$ cat src/rtl/uart_tx_engine.sv
// uart_tx_engine: UART transmit serializer.
// Sends start bit, 5-8 data bits LSB first, optional parity, then 1 or 2 stop bits.
// The frame format and data are captured when the frame is accepted, so later
// register writes cannot disturb a frame that is already on the line.
//
// state  | meaning
// -------+-------------------------------------------------------------
// IDLE   | line high, waiting for a rising edge on start_tx
// START  | driving the start bit (0)
// DATA   | driving shadow_data[bit_idx], LSB first
// PARITY | driving the parity bit over the used data bits
// STOP   | driving stop bit(s); bit_idx counts the second stop bit
module uart_tx_engine #(
  parameter int DIVISOR = 434,
  parameter int CNT_W   = 16
) (
  input  logic       clk,
  input  logic       rst_n,
  input  logic [7:0] tx_data,
  input  logic [1:0] data_bit_num,
  input  logic       stop_bit_num,
  input  logic       parity_en,
  input  logic       parity_type,
  input  logic       start_tx,
  output logic       tx,
  output logic       tx_busy,
  output logic       tx_done
);

  typedef enum logic [2:0] {
    IDLE   = 3'd0,
    START  = 3'd1,
    DATA   = 3'd2,
    PARITY = 3'd3,
    STOP   = 3'd4
  } state_t;

  state_t           state, state_nxt;
  logic [CNT_W-1:0] baud_cnt, baud_cnt_nxt;
  logic [2:0]       bit_idx, bit_idx_nxt;
  logic             tx_nxt, busy_nxt, done_nxt;
  logic             start_q, start_pe;
  logic             load_shadow;

  logic [7:0]       shadow_data;
  logic [1:0]       shadow_dbn;
  logic             shadow_stop2;
  logic             shadow_pe;
  logic             shadow_pt;

  logic             bit_end;
  logic [2:0]       last_idx;
  logic [2:0]       idx_inc;
  logic [1:0]       mask_shift;
  logic [7:0]       data_mask;
  logic             parity_bit;

  assign start_pe   = start_tx & ~start_q;
  assign bit_end    = (baud_cnt == CNT_W'(DIVISOR - 1));
  assign last_idx   = 3'd4 + {1'b0, shadow_dbn};
  assign idx_inc    = bit_idx + 3'd1;
  assign mask_shift = 2'd3 - shadow_dbn;
  assign data_mask  = 8'hFF >> mask_shift;
  assign parity_bit = (^(shadow_data & data_mask)) ^ shadow_pt;

  // Edge detector history for start_tx.
  always_ff @(posedge clk or negedge rst_n) begin
    if (!rst_n) begin
      start_q <= 1'b0;
    end else begin
      start_q <= start_tx;
    end
  end

  // Capture data and frame format on acceptance only.
  always_ff @(posedge clk or negedge rst_n) begin
    if (!rst_n) begin
      shadow_data  <= 8'h00;
      shadow_dbn   <= 2'b00;
      shadow_stop2 <= 1'b0;
      shadow_pe    <= 1'b0;
      shadow_pt    <= 1'b0;
    end else if (load_shadow) begin
      shadow_data  <= tx_data;
      shadow_dbn   <= data_bit_num;
      shadow_stop2 <= stop_bit_num;
      shadow_pe    <= parity_en;
      shadow_pt    <= parity_type;
    end
  end

  // FSM state, baud timer, bit index and registered outputs.
  always_ff @(posedge clk or negedge rst_n) begin
    if (!rst_n) begin
      state    <= IDLE;
      baud_cnt <= '0;
      bit_idx  <= 3'd0;
      tx       <= 1'b1;
      tx_busy  <= 1'b0;
      tx_done  <= 1'b0;
    end else begin
      state    <= state_nxt;
      baud_cnt <= baud_cnt_nxt;
      bit_idx  <= bit_idx_nxt;
      tx       <= tx_nxt;
      tx_busy  <= busy_nxt;
      tx_done  <= done_nxt;
    end
  end

  // Next-state and next-output logic; tx only changes on bit boundaries.
  always_comb begin
    state_nxt    = state;
    baud_cnt_nxt = baud_cnt;
    bit_idx_nxt  = bit_idx;
    tx_nxt       = tx;
    busy_nxt     = tx_busy;
    done_nxt     = tx_done;
    load_shadow  = 1'b0;

    if (state != IDLE) begin
      baud_cnt_nxt = bit_end ? '0 : baud_cnt + CNT_W'(1);
    end

    case (state)
      IDLE: begin
        if (start_pe) begin
          load_shadow  = 1'b1;
          state_nxt    = START;
          baud_cnt_nxt = '0;
          bit_idx_nxt  = 3'd0;
          tx_nxt       = 1'b0;
          busy_nxt     = 1'b1;
          done_nxt     = 1'b0;
        end
      end
      START: begin
        if (bit_end) begin
          state_nxt   = DATA;
          bit_idx_nxt = 3'd0;
          tx_nxt      = shadow_data[0];
        end
      end
      DATA: begin
        if (bit_end) begin
          if (bit_idx == last_idx) begin
            bit_idx_nxt = 3'd0;
            if (shadow_pe) begin
              state_nxt = PARITY;
              tx_nxt    = parity_bit;
            end else begin
              state_nxt = STOP;
              tx_nxt    = 1'b1;
            end
          end else begin
            bit_idx_nxt = idx_inc;
            tx_nxt      = shadow_data[idx_inc];
          end
        end
      end
      PARITY: begin
        if (bit_end) begin
          state_nxt   = STOP;
          bit_idx_nxt = 3'd0;
          tx_nxt      = 1'b1;
        end
      end
      STOP: begin
        if (bit_end) begin
          if (shadow_stop2 && (bit_idx == 3'd0)) begin
            bit_idx_nxt = 3'd1;
          end else begin
            state_nxt   = IDLE;
            bit_idx_nxt = 3'd0;
            busy_nxt    = 1'b0;
            done_nxt    = 1'b1;
          end
        end
      end
      default: begin
        state_nxt    = IDLE;
        baud_cnt_nxt = '0;
        bit_idx_nxt  = 3'd0;
        tx_nxt       = 1'b1;
        busy_nxt     = 1'b0;
      end
    endcase
  end

endmodule
$ cat config.mk
export PLATFORM = sky130hd
export DESIGN_NAME = uart_tx_engine
export DESIGN_NICKNAME = d
export VERILOG_FILES = /design/src/rtl/uart_tx_engine.sv
export SDC_FILE = /design/constraint.sdc
export NUM_CORES = 1
export LEC_CHECK = 0
export CAP_MARGIN = 10
export CORE_MARGIN = 1
export CORE_UTILIZATION = 52
export DETAILED_ROUTE_END_ITERATION = 10
export HOLD_SLACK_MARGIN = 0.02
export PLACE_DENSITY = 0.77
export REMOVE_ABC_BUFFERS = 1
export SETUP_SLACK_MARGIN = 0.02
export SYNTH_ARGS = -nofsm -noshare
export SYNTH_HDL_FRONTEND = slang
export SYNTH_SLANG_ARGS = --single-unit
export TNS_END_PERCENT = 5
$ cat constraint.sdc
create_clock -name clk -period 1.7 [get_ports clk]
set_clock_uncertainty 0.2 [all_clocks]
set_input_delay 0.34 -clock clk [delete_from_list [all_inputs] [get_ports clk]]
set_output_delay 0.34 -clock clk [all_outputs]
set_load 0.005 [all_outputs]
==> results of run 1 <==
routing by layer:
metal / global-route usage / part of all wire
met5: 0 / 0
met4: 0.0859 / 0.0036
met3: 0.0567 / 0.016
met2: 0.386 / 0.55
met1: 0.281 / 0.43
where the power goes:
group          leakage, nW  internal (mW)  switching [mW]  total [mW]
registers            0.503          0.930         0.00146       0.932
logic                0.842         0.0416          0.0267      0.0683
clock network       0.0654          0.587           0.331       0.918
what timing repair did:
action,CTS,global route
buffers inserted,4,0
endpoints found under the hold margin,38,0
pin swaps,21,17
setup endpoints to repair,40,38
hold buffers,1,0
gates resized for setup,26,41
sequential cells by signal (all words and copies together) (netlist names), 2 cells and up:
| register | flops |
|---|---|
| baud_cnt | 16 |
| shadow_dbn | 2 |
| shadow_data | 8 |
| state | 3 |
| bit_idx | 3 |
through the flow:
step / setup TNS [ns] / worst slack, ns / hold slack (ns) / util
floorplan: -5.37 / -0.475 / -0.156 / -
global placement: -15.05 / -0.539 / 0.125 / 0.679
detailed placement: -15.77 / -0.564 / 0.124 / 0.679
CTS: -3.52 / -0.227 / 0.0890 / 0.745
global route: -5.87 / -0.267 / 0.0860 / 0.795
finish: -2.94 / -0.179 / 0.0941 / 0.795
logic make-up (layout without fill, tap and decap cells):
family,Yosys count,after routing,share of synthesized area
buf+inv,14,80,0.0449
fa+ha+maj,4,4,0.0222
mux,16,16,0.0910
simple gates,73,73,0.212
flops,39,39,0.433
compound gates,33,33,0.101
xor+xnor,23,23,0.0954
cell usage after synthesis, types with 2 or more instances:
| cell type | instances |
|---|---|
| sky130_fd_sc_hd__or2_2 | 2 |
| sky130_fd_sc_hd__and3_1 | 3 |
| sky130_fd_sc_hd__buf_6 | 2 |
| sky130_fd_sc_hd__nand4_1 | 3 |
| sky130_fd_sc_hd__inv_1 | 6 |
| sky130_fd_sc_hd__buf_2 | 2 |
| sky130_fd_sc_hd__nand3b_1 | 2 |
| sky130_fd_sc_hd__nor3_1 | 5 |
| sky130_fd_sc_hd__mux2_2 | 13 |
| sky130_fd_sc_hd__o22ai_1 | 2 |
| sky130_fd_sc_hd__o32ai_1 | 2 |
| sky130_fd_sc_hd__o31ai_1 | 2 |
| sky130_fd_sc_hd__xor2_1 | 12 |
| sky130_fd_sc_hd__nand2_1 | 16 |
| sky130_fd_sc_hd__nand2b_1 | 2 |
| sky130_fd_sc_hd__xnor2_1 | 10 |
| sky130_fd_sc_hd__nor2_1 | 11 |
| sky130_fd_sc_hd__nor2_4 | 12 |
| sky130_fd_sc_hd__ha_1 | 4 |
| sky130_fd_sc_hd__o21ai_0 | 8 |
| sky130_fd_sc_hd__a21boi_0 | 2 |
| sky130_fd_sc_hd__a21oi_1 | 3 |
| sky130_fd_sc_hd__dfrtp_1 | 38 |
| sky130_fd_sc_hd__a21o_1 | 2 |
| sky130_fd_sc_hd__nand3_1 | 6 |
| sky130_fd_sc_hd__nor2b_1 | 2 |
| sky130_fd_sc_hd__a31oi_1 | 4 |
final timing paths:
kind / from / to / slack, ns / depth (start not counted)
setup / recovery: baud_cnt[0] / bit_idx[2] / -0.18 / 6
hold / removal: start_tx / start_q / 0.09 / 1
setup reg to reg: baud_cnt[0] / bit_idx[2] / -0.18 / 6
hold reg to reg: tx_busy / tx_busy / 0.30 / 2
max in group asynchronous: rst_n / tx / 0.71 / 3
min in group asynchronous: rst_n / tx_done / 0.34 / 3
cell usage in the layout, fill, tap and decap left out, types with 2 or more instances in the layout:
master / n
sky130_fd_sc_hd__nor2_1: 8
sky130_fd_sc_hd__a21o_1: 2
sky130_fd_sc_hd__o21ai_0: 5
sky130_fd_sc_hd__dlygate4sd2_1: 3
sky130_fd_sc_hd__dfrtp_1: 38
sky130_fd_sc_hd__inv_1: 4
sky130_fd_sc_hd__nand2_2: 2
sky130_fd_sc_hd__a21oi_1: 3
sky130_fd_sc_hd__nand4_1: 3
sky130_fd_sc_hd__nor2_4: 13
sky130_fd_sc_hd__o21ai_1: 3
sky130_fd_sc_hd__nor2b_1: 2
sky130_fd_sc_hd__bufinv_16: 2
sky130_fd_sc_hd__a31oi_1: 3
sky130_fd_sc_hd__buf_6: 3
sky130_fd_sc_hd__nand2_1: 13
sky130_fd_sc_hd__buf_12: 3
sky130_fd_sc_hd__xor2_2: 5
sky130_fd_sc_hd__clkbuf_8: 5
sky130_fd_sc_hd__xnor2_2: 3
sky130_fd_sc_hd__mux2_4: 10
sky130_fd_sc_hd__nor3_2: 2
sky130_fd_sc_hd__xor2_1: 7
sky130_fd_sc_hd__nand3b_1: 2
sky130_fd_sc_hd__nand3_1: 4
sky130_fd_sc_hd__nand3_2: 2
sky130_fd_sc_hd__mux2_2: 3
sky130_fd_sc_hd__buf_4: 41
sky130_fd_sc_hd__clkdlybuf4s50_1: 13
sky130_fd_sc_hd__nor3_1: 3
sky130_fd_sc_hd__and3_1: 3
sky130_fd_sc_hd__nor2_2: 2
sky130_fd_sc_hd__inv_2: 2
sky130_fd_sc_hd__xnor2_1: 7
sky130_fd_sc_hd__ha_4: 3
area by class of cell:
class,count,area [um2],area share
Timing Repair Buffer,66,586,0.180
Inverter,6,22.5,0.00694
Multi-Input combinational cell,149,1470,0.452
Clock inverter,2,60.1,0.0185
Clock buffer,6,72.6,0.0224
Tap cell,50,62.6,0.0193
Sequential cell,39,977,0.301
critical path: cells and delay by family (launching register included):
kind	cells	cell delay [ns]
flops	1	0.42
fa+ha+maj	1	0.17
buf+inv	1	0.16
simple gates	2	0.37
compound gates	2	0.45
==> key figures, run 1 <==
STA
  – Transition time of the tightest slew-check pin: 0.337 ns
  – Max-Slew Margin vs Limit: 0.773
  – Fin crit period: 1.88 ns
  – Peak clock frequency supported by timing: 532 MHz
  – Total setup violations reported at the end of the flow: 32
  – Period Utilization, post-route: 1.11
  – Final hold violation count: 0
  – Pins over their slew limit: 0
  – RSZ-0062 raised after global routing: true
  – Post-layout worst setup margin: -0.179 ns

Logic synthesis
  – Async SR Flop Fraction: 1.00
  – Post-synthesis sequential area ratio: 0.433
  – Post-Synthesis Cells: 202
  – Area share of the leading cell type in the synthesized netlist: 0.422
  – Synthesized area divided by synthesized cell count: 11.2 um2
  – Number of different library cells in the post-synthesis netlist: 53
  – Biggest area consumer among synthesized cells: sky130_fd_sc_hd__dfrtp_1
  – Netlist area before placement: between 2000 and 2500 um2
  – Most used flip-flop cell after synthesis: sky130_fd_sc_hd__dfrtp_1
  – Number of enable flip-flop cells after synthesis: 0
  – Area contributors post-synth: sky130_fd_sc_hd__dfrtp_1 42%, sky130_fd_sc_hd__mux2_2 6.5%, sky130_fd_sc_hd__nor2_4 6.0%
  – Yosys warns: 0
  – Synthesized flop and latch total: 39

GRT
  – Congestion Overflow GR: 0
  – Maximum number of pins on one net before global-route repair: 40
  – Wire length of the first global-routing pass: 7650 um
  – Initial antenna violation count: 0
  – Via count of the first global-routing pass: about 1.7k
  – Total GRT Usage: 0.228

Placement
  – Total half-perimeter wirelength after legalization and detailed placement: 3210 um
  – Area after detailed placement: 2770 um2
  – Number of placed cells counting well taps: 305
  – Global placement routability congestion: roughly 0.8
  – Total of buffers placed on input and output ports: 18

Worst setup path
  – Critical Path Max Stage Delay: ~0.42 ns
  – Required time reported for the critical path endpoint: 1.68 ns
  – Worst path cell trace: ha_4 > nor4b_4 > and4b_2 > o21a_4 > buf_4 > a22o_1
  – Path type of the worst setup path: reg2reg
  – Critical path data arrival time: 1.86 ns
  – Max Fanout on Critical Path: 5
  – Crit path max-delay cell type: sky130_fd_sc_hd__dfrtp_1
  – Startpoint type of the worst setup path: flop
  – Type of element capturing the critical path: flop

Layout
  – Share of cells above drive strength 1: 0.466
  – Number of diodes: 0
  – Area growth syn-to-layout: 44.0%
  – Non-filler cells, final: 318
  – Final non-filler cell area: 3250 um2
  – Post-layout net count: approximately 290
  – Filler Cells Inserted: 259

CTS
  – TritonCTS clock tree: done
  – Latest clock arrival within the worst-skew pair: ~0.29 ns
  – Clk sinks: 39
  – Clk buf depth: 2
  – Clock-pin slew on the worst setup and hold paths: ~0.07 ns
  – TritonCTS buffer count: 5
  – H-Tree Depth: 2
  – Root Buffer Master: sky130_fd_sc_hd__clkbuf_8

Floorplanning
  – Starting density of the core: 0.552
  – DIE AREA: 4600 um2
  – Core region area: 4090 um2
  – # rows: 23
  – I/O pin count: 19
  – Die boundary height: 67.8 um
  – Horizontal extent of the die: 67.8 um

Detailed routing
  – Via count: 1,731
  – Post-DRT Antenna Nets: 0
  – WL/cell: 15.6 um
  – DRC marker count from the first detailed-route iteration: 47
  – Drt drc: 0
  – Length of the first detailed-routing pass in iterations: 4
  – DRT Wirelength: approximately 5000 um
  – Via density per instance: roughly 5.4

Pwr
  – Leakage Power: 1.41 nW
  – Final Total Pwr: 1.92 mW
  – Highest ir drop seen on vdd: 517 uV
  – Power density normalized to cell area: between 500 and 600 nW/um2

Outcome
  – Outcome: complete, but fails checks
  – Violated checks: negative setup slack

Run
  – # Max-Cap Violations: 0

Worst hold path
  – Path category of the worst min-delay check: in2reg
Power figures use the tool's default switching activity.
==> run 2: changes to the inputs <==
- SKIP_CTS_REPAIR_TIMING: default -> 1
==> run 2 against run 1 <==
- the flow still finishes with violations (negative setup slack)
- clock power shrank 0.4%
- first-iteration DRC count increased by 21%
- clock-buffer cell count did not move
- die area unchanged
- largest power group unchanged
- highest routed layer unchanged
==> key figures, run 2 (synthesis results as in run 1) <==
Pwr
  – Sequential fraction of design power: 0.486 (about the same)
  – Final Total Pwr: 1.92 mW (about the same)
  – Net Switching: 356 uW (-0.82%)
  – Clock network fraction of total power: 0.477 (-0.002)
  – Combinational power share: 0.037 (about the same)
  – Internal cell power: 1.56 mW (+0.15%)
  – Power density normalized to cell area: 603 nW/um2 (+2.1%)
  – Switching fraction of total power: 0.186 (-0.00148)
  – Leakage Power: 1.41 nW (-0.15%)
  – Highest ir drop seen on vdd: 522 uV (+0.97%)

Worst setup path
  – Max Fanout on Critical Path: 7 (+2)
  – Type of element capturing the critical path: flop
  – Reg2Reg Depth: 7 (+1)
  – Critical path data arrival time: 1.95 ns (+0.09 ns)
  – Required time reported for the critical path endpoint: 1.71 ns (+0.03 ns)
  – Path type of the worst setup path: reg2reg
  – Startpoint type of the worst setup path: flop

Placement
  – Total of buffers placed on input and output ports: 18 (unchanged)
  – Total half-perimeter wirelength after legalization and detailed placement: 3210 um (unchanged)
  – Global placement routability congestion: 0.797 (unchanged)

Detailed routing
  – DRC marker count from the first detailed-route iteration: 57 (+21%)
  – Via count: 1,710 (-1.2%)
  – DRT Wirelength: 4890 um (-1.6%)
  – Via density per instance: 5.43 (-0.27%)
  – Post-DRT Antenna Nets: 0 (unchanged)
  – Length of the first detailed-routing pass in iterations: 4 (unchanged)
  – WL/cell: 15.5 um (-0.65%)
  – Drt drc: 0 (unchanged)

Layout
  – Largest register by flop count: baud_cnt
  – Commonest cells after routing, fill and taps aside: 38 x sky130_fd_sc_hd__dfrtp_1, 36 x sky130_fd_sc_hd__buf_4, 15 x sky130_fd_sc_hd__nand2_1, 13 x sky130_fd_sc_hd__nor2_4, 13 x sky130_fd_sc_hd__clkdlybuf4s50_1
  – Share of cells above drive strength 1: 0.426 (-0.0400)
  – Most common cell after layout, fill and taps aside: sky130_fd_sc_hd__dfrtp_1
  – Registers with the most flip-flops: baud_cnt x16, shadow_data x8
  – Area growth syn-to-layout: 41.0%
  – Number of diodes: 0 (unchanged)
  – Post-layout net count: 284 (-1.0%)
  – Flip-flop count of the largest register after layout: 16 (unchanged)

GRT
  – Maximum number of pins on one net before global-route repair: 40 (unchanged)
  – Via count of the first global-routing pass: 1,675 (-3.5%)
  – Congestion Overflow GR: 0 (unchanged)
  – Total GRT Usage: 0.221 (-0.00758)
  – Initial antenna violation count: 0 (unchanged)
  – Wire length of the first global-routing pass: 7400 um (-3.3%)

Worst hold path
  – Worst hold stages: 2 (+1)
  – Path category of the worst min-delay check: reg2reg

STA
  – RSZ-0062 raised after global routing: true
  – Max-Slew Margin vs Limit: 0.777 (+0.00372)
  – Total setup violations reported at the end of the flow: 28 (-13%)
  – Transition time of the tightest slew-check pin: 0.331 ns (-0.00602 ns)
  – Period Utilization, post-route: 1.14 (+0.0336)
  – Final hold violation count: 0 (unchanged)
  – Post-layout worst setup margin: -0.236 ns (-0.0571 ns)
  – Accumulated negative setup slack: -3.66 ns (-0.719 ns)
  – Worst Hold Slack: 0.298 ns (+0.204 ns)
  – Pins over their slew limit: 0 (unchanged)
  – Fin crit period: 1.94 ns (+0.0571 ns)
  – Peak clock frequency supported by timing: 516 MHz (-2.9%)

Outcome
  – Violated checks: negative setup slack
  – Outcome: complete, but fails checks

CTS
  – TritonCTS buffer count: 5 (unchanged)
  – H-Tree Depth: 2 (unchanged)
  – Clk buf depth: 2 (unchanged)
  – Clk sinks: 39 (unchanged)
  – Clock-pin slew on the worst setup and hold paths: 0.08 ns (about the same)
  – TritonCTS clock tree: done
  – Latest clock arrival within the worst-skew pair: 0.29 ns (about the same)
  – Root Buffer Master: sky130_fd_sc_hd__clkbuf_8

Floorplanning
  – DIE AREA: 4600 um2 (unchanged)
  – I/O pin count: 19 (unchanged)
  – # rows: 23 (unchanged)
  – Core region area: 4090 um2 (unchanged)
  – Horizontal extent of the die: 67.8 um (unchanged)
  – Starting density of the core: 0.552 (unchanged)
  – Die boundary height: 67.8 um (unchanged)

Run
  – # Max-Cap Violations: 0 (unchanged)
-- run 2: changes by cell type in the layout (fill, tap and decap cells not counted), moves of 2 or more --
cell / delta
sky130_fd_sc_hd__o21ai_1: -2
sky130_fd_sc_hd__o21ai_0: +2
sky130_fd_sc_hd__nand3_2: -2
sky130_fd_sc_hd__dlygate4sd2_1: -3
sky130_fd_sc_hd__dlymetal6s2s_1: +3
sky130_fd_sc_hd__buf_4: -5
sky130_fd_sc_hd__xor2_1: +2
sky130_fd_sc_hd__nand2_1: +2
sky130_fd_sc_hd__nand3_1: +2
sky130_fd_sc_hd__xor2_2: -2
-- run 2: cell type report --
cell class	instances	area, um2
inverters	6	22.5
fillers	255	908
flip-flops and latches	39	977
repair buffers	63	581
clock inverters	2	60.1
well taps	50	62.6
multi-input cells	149	1400
clock buffers	6	72.6
-- run 2: critical path, stage by stage (launching register included) --
cell	delay (ns)
sky130_fd_sc_hd__dfrtp_1	0.43
sky130_fd_sc_hd__ha_4	0.18
sky130_fd_sc_hd__nor4b_4	0.12
sky130_fd_sc_hd__and4b_2	0.27
sky130_fd_sc_hd__buf_6	0.14
sky130_fd_sc_hd__or2_4	0.27
sky130_fd_sc_hd__o21ai_2	0.12
sky130_fd_sc_hd__o2bb2ai_1	0.13
-- run 2: metal layers --
layer	track usage	wire length [um]	part of all wire	up-vias
li1	-	-	-	835
met4	0.0859	70	0.014	0
met1	0.282	2050	0.42	841
met2	0.360	2660	0.54	25
met3	0.0550	106	0.022	9
met5	0	0	0	-
-- run 2: final timing paths --
kind	startpoint	to	slack [ns]
setup / recovery	baud_cnt[0]	baud_cnt[2]	-0.24
hold / removal	tx_busy	tx_busy	0.30
setup reg to reg	baud_cnt[0]	baud_cnt[2]	-0.24
hold reg to reg	tx_busy	tx_busy	0.30
max in group asynchronous	rst_n	tx	0.71
min in group asynchronous	rst_n	tx_done	0.34
-- run 2: stage by stage --
step                      cell area, um2  utilization  setup slack [ns]  cells
final                               3180        0.778            -0.236    315
after global routing                3180        0.778            -0.289    315
after CTS                           2910        0.711            -0.358    313
after detailed placement            2770        0.679            -0.564    305
after global placement              2770        0.679            -0.539    305
after floorplan                     2180            -            -0.475    194
-- run 2: power groups by stage --
stage	sequential [mW]	combinational, mW	clock, mW
2_1_floorplan	0.950	0.00400	0
3_3_place_gp	0.949	0.0653	0
3_5_place_dp	0.949	0.0663	0
4_1_cts	0.931	0.0668	0.930
5_1_grt	0.932	0.0796	0.970
6_report	0.932	0.0712	0.914
==> run 3: changes to the inputs <==
- CORE_UTILIZATION: 52 -> 40
- PLACE_DENSITY: 0.77 -> 0.62
==> run 3 against run 2 <==
- the flow still finishes with violations (negative setup slack)
- non-clock buffer count rose by 7
- fmax fell by 0.19%
- clock power fell by 9.1%
- register-to-register slack barely moved
- routed wire length fell by 3.2%
- critical path depth did not move
- global-route usage fell by 4.9 points
- combinational power barely moved
- core utilization fell by 17 points
- final area rose by 0.47%
- critical endpoint is now tx
==> key figures, run 3 (synthesis results as in run 1) <==
Worst setup path
  – Startpoint type of the worst setup path: flop
  – Path type of the worst setup path: reg2reg
  – Max Fanout on Critical Path: 4 (-3)
  – Type of element capturing the critical path: flop
  – Required time reported for the critical path endpoint: 1.72 ns (about the same)
  – Critical path data arrival time: 1.96 ns (about the same)

Worst hold path
  – Path category of the worst min-delay check: reg2reg

Layout
  – Commonest cells after routing, fill and taps aside: 42 x sky130_fd_sc_hd__buf_4, 38 x sky130_fd_sc_hd__dfrtp_1, 15 x sky130_fd_sc_hd__nand2_1, 13 x sky130_fd_sc_hd__clkdlybuf4s50_1, 12 x sky130_fd_sc_hd__nor2_4
  – Post-layout net count: 291 (+2.5%)
  – Share of cells above drive strength 1: 0.415 (-0.0110)
  – Largest register by flop count: baud_cnt
  – Non-filler cells, final: 342 (+8.6%)
  – Final non-filler cell area: 3190 um2 (+0.47%)
  – Area growth syn-to-layout: 41.6%
  – Registers with the most flip-flops: baud_cnt x16, shadow_data x8
  – Filler Cells Inserted: 463 (+82%)
  – Flip-flop count of the largest register after layout: 16 (unchanged)
  – Most common cell after layout, fill and taps aside: sky130_fd_sc_hd__buf_4
  – Number of diodes: 0 (unchanged)

STA
  – RSZ-0062 raised after global routing: true
  – Total setup violations reported at the end of the flow: 24 (-14%)
  – Post-layout worst setup margin: -0.240 ns (-0.00364 ns)
  – Fin crit period: 1.94 ns (+0.00364 ns)
  – Period Utilization, post-route: 1.14 (+0.00214)
  – Peak clock frequency supported by timing: 515 MHz (-0.19%)
  – Transition time of the tightest slew-check pin: 0.325 ns (-0.00584 ns)
  – Final hold violation count: 0 (unchanged)
  – Pins over their slew limit: 0 (unchanged)
  – Accumulated negative setup slack: -2.93 ns (+0.724 ns)
  – Max-Slew Margin vs Limit: 0.781 (+0.00424)

Run
  – # Max-Cap Violations: 0 (unchanged)

CTS
  – H-Tree Depth: 2 (unchanged)
  – Latest clock arrival within the worst-skew pair: 0.30 ns (about the same)
  – Clk sinks: 39 (unchanged)
  – TritonCTS clock tree: done
  – Clk buf depth: 2 (unchanged)
  – TritonCTS buffer count: 5 (unchanged)
  – Clock-pin slew on the worst setup and hold paths: 0.08 ns (about the same)
  – Root Buffer Master: sky130_fd_sc_hd__clkbuf_8

GRT
  – Wire length of the first global-routing pass: 7850 um (+6.2%)
  – Initial antenna violation count: 0 (unchanged)
  – Via count of the first global-routing pass: 1,704 (+1.7%)
  – Maximum number of pins on one net before global-route repair: 40 (unchanged)
  – Congestion Overflow GR: 0 (unchanged)
  – Total GRT Usage: 0.172 (-0.0486)

Detailed routing
  – Length of the first detailed-routing pass in iterations: 4 (unchanged)
  – DRT Wirelength: 4730 um (-3.2%)
  – WL/cell: 13.8 um (-11%)
  – Post-DRT Antenna Nets: 0 (unchanged)
  – Via count: 1,717 (+0.41%)
  – Via density per instance: 5.02 (-7.5%)
  – Drt drc: 0 (unchanged)
  – DRC marker count from the first detailed-route iteration: 52 (-8.8%)

Floorplanning
  – Starting density of the core: 0.428 (-0.124)
  – I/O pin count: 19 (unchanged)
  – Die boundary height: 77.1 um (+14%)
  – Horizontal extent of the die: 77.1 um (+14%)
  – # rows: 26 (+13%)
  – DIE AREA: 5940 um2 (+29%)
  – Core region area: 5270 um2 (+29%)

Pwr
  – Highest ir drop seen on vdd: 413 uV (-21%)
  – Sequential fraction of design power: 0.508 (+0.022)
  – Power density normalized to cell area: 574 nW/um2 (-4.8%)
  – Combinational power share: 0.039 (+0.002)
  – Internal cell power: 1.45 mW (-7.2%)
  – Clock network fraction of total power: 0.453 (-0.024)
  – Switching fraction of total power: 0.209 (+0.0237)
  – Net Switching: 384 uW (+7.8%)
  – Leakage Power: 1.44 nW (+2.1%)

Placement
  – Area after detailed placement: 2820 um2 (+1.8%)
  – Total of buffers placed on input and output ports: 18 (unchanged)
  – Number of placed cells counting well taps: 330 (+8.2%)
  – Total half-perimeter wirelength after legalization and detailed placement: 3200 um (-0.21%)
  – Global placement routability congestion: 0.777 (-2.6%)

Outcome
  – Outcome: complete, but fails checks
  – Violated checks: negative setup slack
==> run 3: cell types whose count changed in the layout (fill, tap and decap cells not counted), moves of 2 or more <==
cell                      before  now
sky130_fd_sc_hd__o21ai_1       1    3
sky130_fd_sc_hd__nor2_1        8   11
sky130_fd_sc_hd__nor2_2        2    0
sky130_fd_sc_hd__buf_4        36   42
==> run 3: path summary, 6_finish.rpt <==
check	start	to	slack, ns	cells past startpoint
setup / recovery	bit_idx[0]	tx	-0.24	7
hold / removal	tx_busy	tx_busy	0.32	2
setup reg to reg	bit_idx[0]	tx	-0.24	7
hold reg to reg	tx_busy	tx_busy	0.32	2
max in group asynchronous	rst_n	tx	0.70	3
min in group asynchronous	rst_n	baud_cnt[15]	0.33	3
==> run 3: layout make-up <==
type                            instances  area (um2)  share of cell area
Clock buffer                            6        82.6              0.0259
Clock inverter                          2        35.0              0.0110
Inverter                                6        22.5             0.00705
Multi-Input combinational cell        149        1350               0.423
Sequential cell                        39         977               0.306
Tap cell                               70        87.6              0.0274
Timing Repair Buffer                   70         637               0.199
==> run 3: per-layer routing <==
layer  GRT usage  up-vias  share of wire
li1            -      848              -
met3      0.0417        8          0.026
met5           0        -              0
met1       0.217      842           0.46
met4      0.0736        0          0.017
met2       0.281       19           0.50
==> run 3: metrics by stage <==
stage	hold slack (ns)	util	power, mW	setup WS [ns]
2_1_floorplan	-0.156	-	0.954	-0.475
3_3_place_gp	0.127	0.536	1.02	-0.518
3_5_place_dp	0.127	0.536	1.02	-0.532
4_1_cts	-0.201	0.558	1.85	-0.325
5_1_grt	0.354	0.606	1.90	-0.322
6_report	0.318	0.606	1.83	-0.240
==> run 3: critical path, cell delays in order (launching register included) <==
cell	delay, ns
sky130_fd_sc_hd__dfrtp_1	0.39
sky130_fd_sc_hd__buf_4	0.13
sky130_fd_sc_hd__mux4_1	0.54
sky130_fd_sc_hd__mux2i_1	0.17
sky130_fd_sc_hd__a21oi_1	0.11
sky130_fd_sc_hd__o31ai_2	0.07
sky130_fd_sc_hd__buf_4	0.15
sky130_fd_sc_hd__a41oi_2	0.10
==> run 3: power groups by stage <==
stage | combinational [mW] | clock [mW] | sequential [mW]
after floorplan | 0.00400 | 0 | 0.950
after global placement | 0.0660 | 0 | 0.950
after detailed placement | 0.0669 | 0 | 0.949
after CTS | 0.0672 | 0.847 | 0.931
after global routing | 0.0798 | 0.890 | 0.932
final | 0.0711 | 0.831 | 0.931
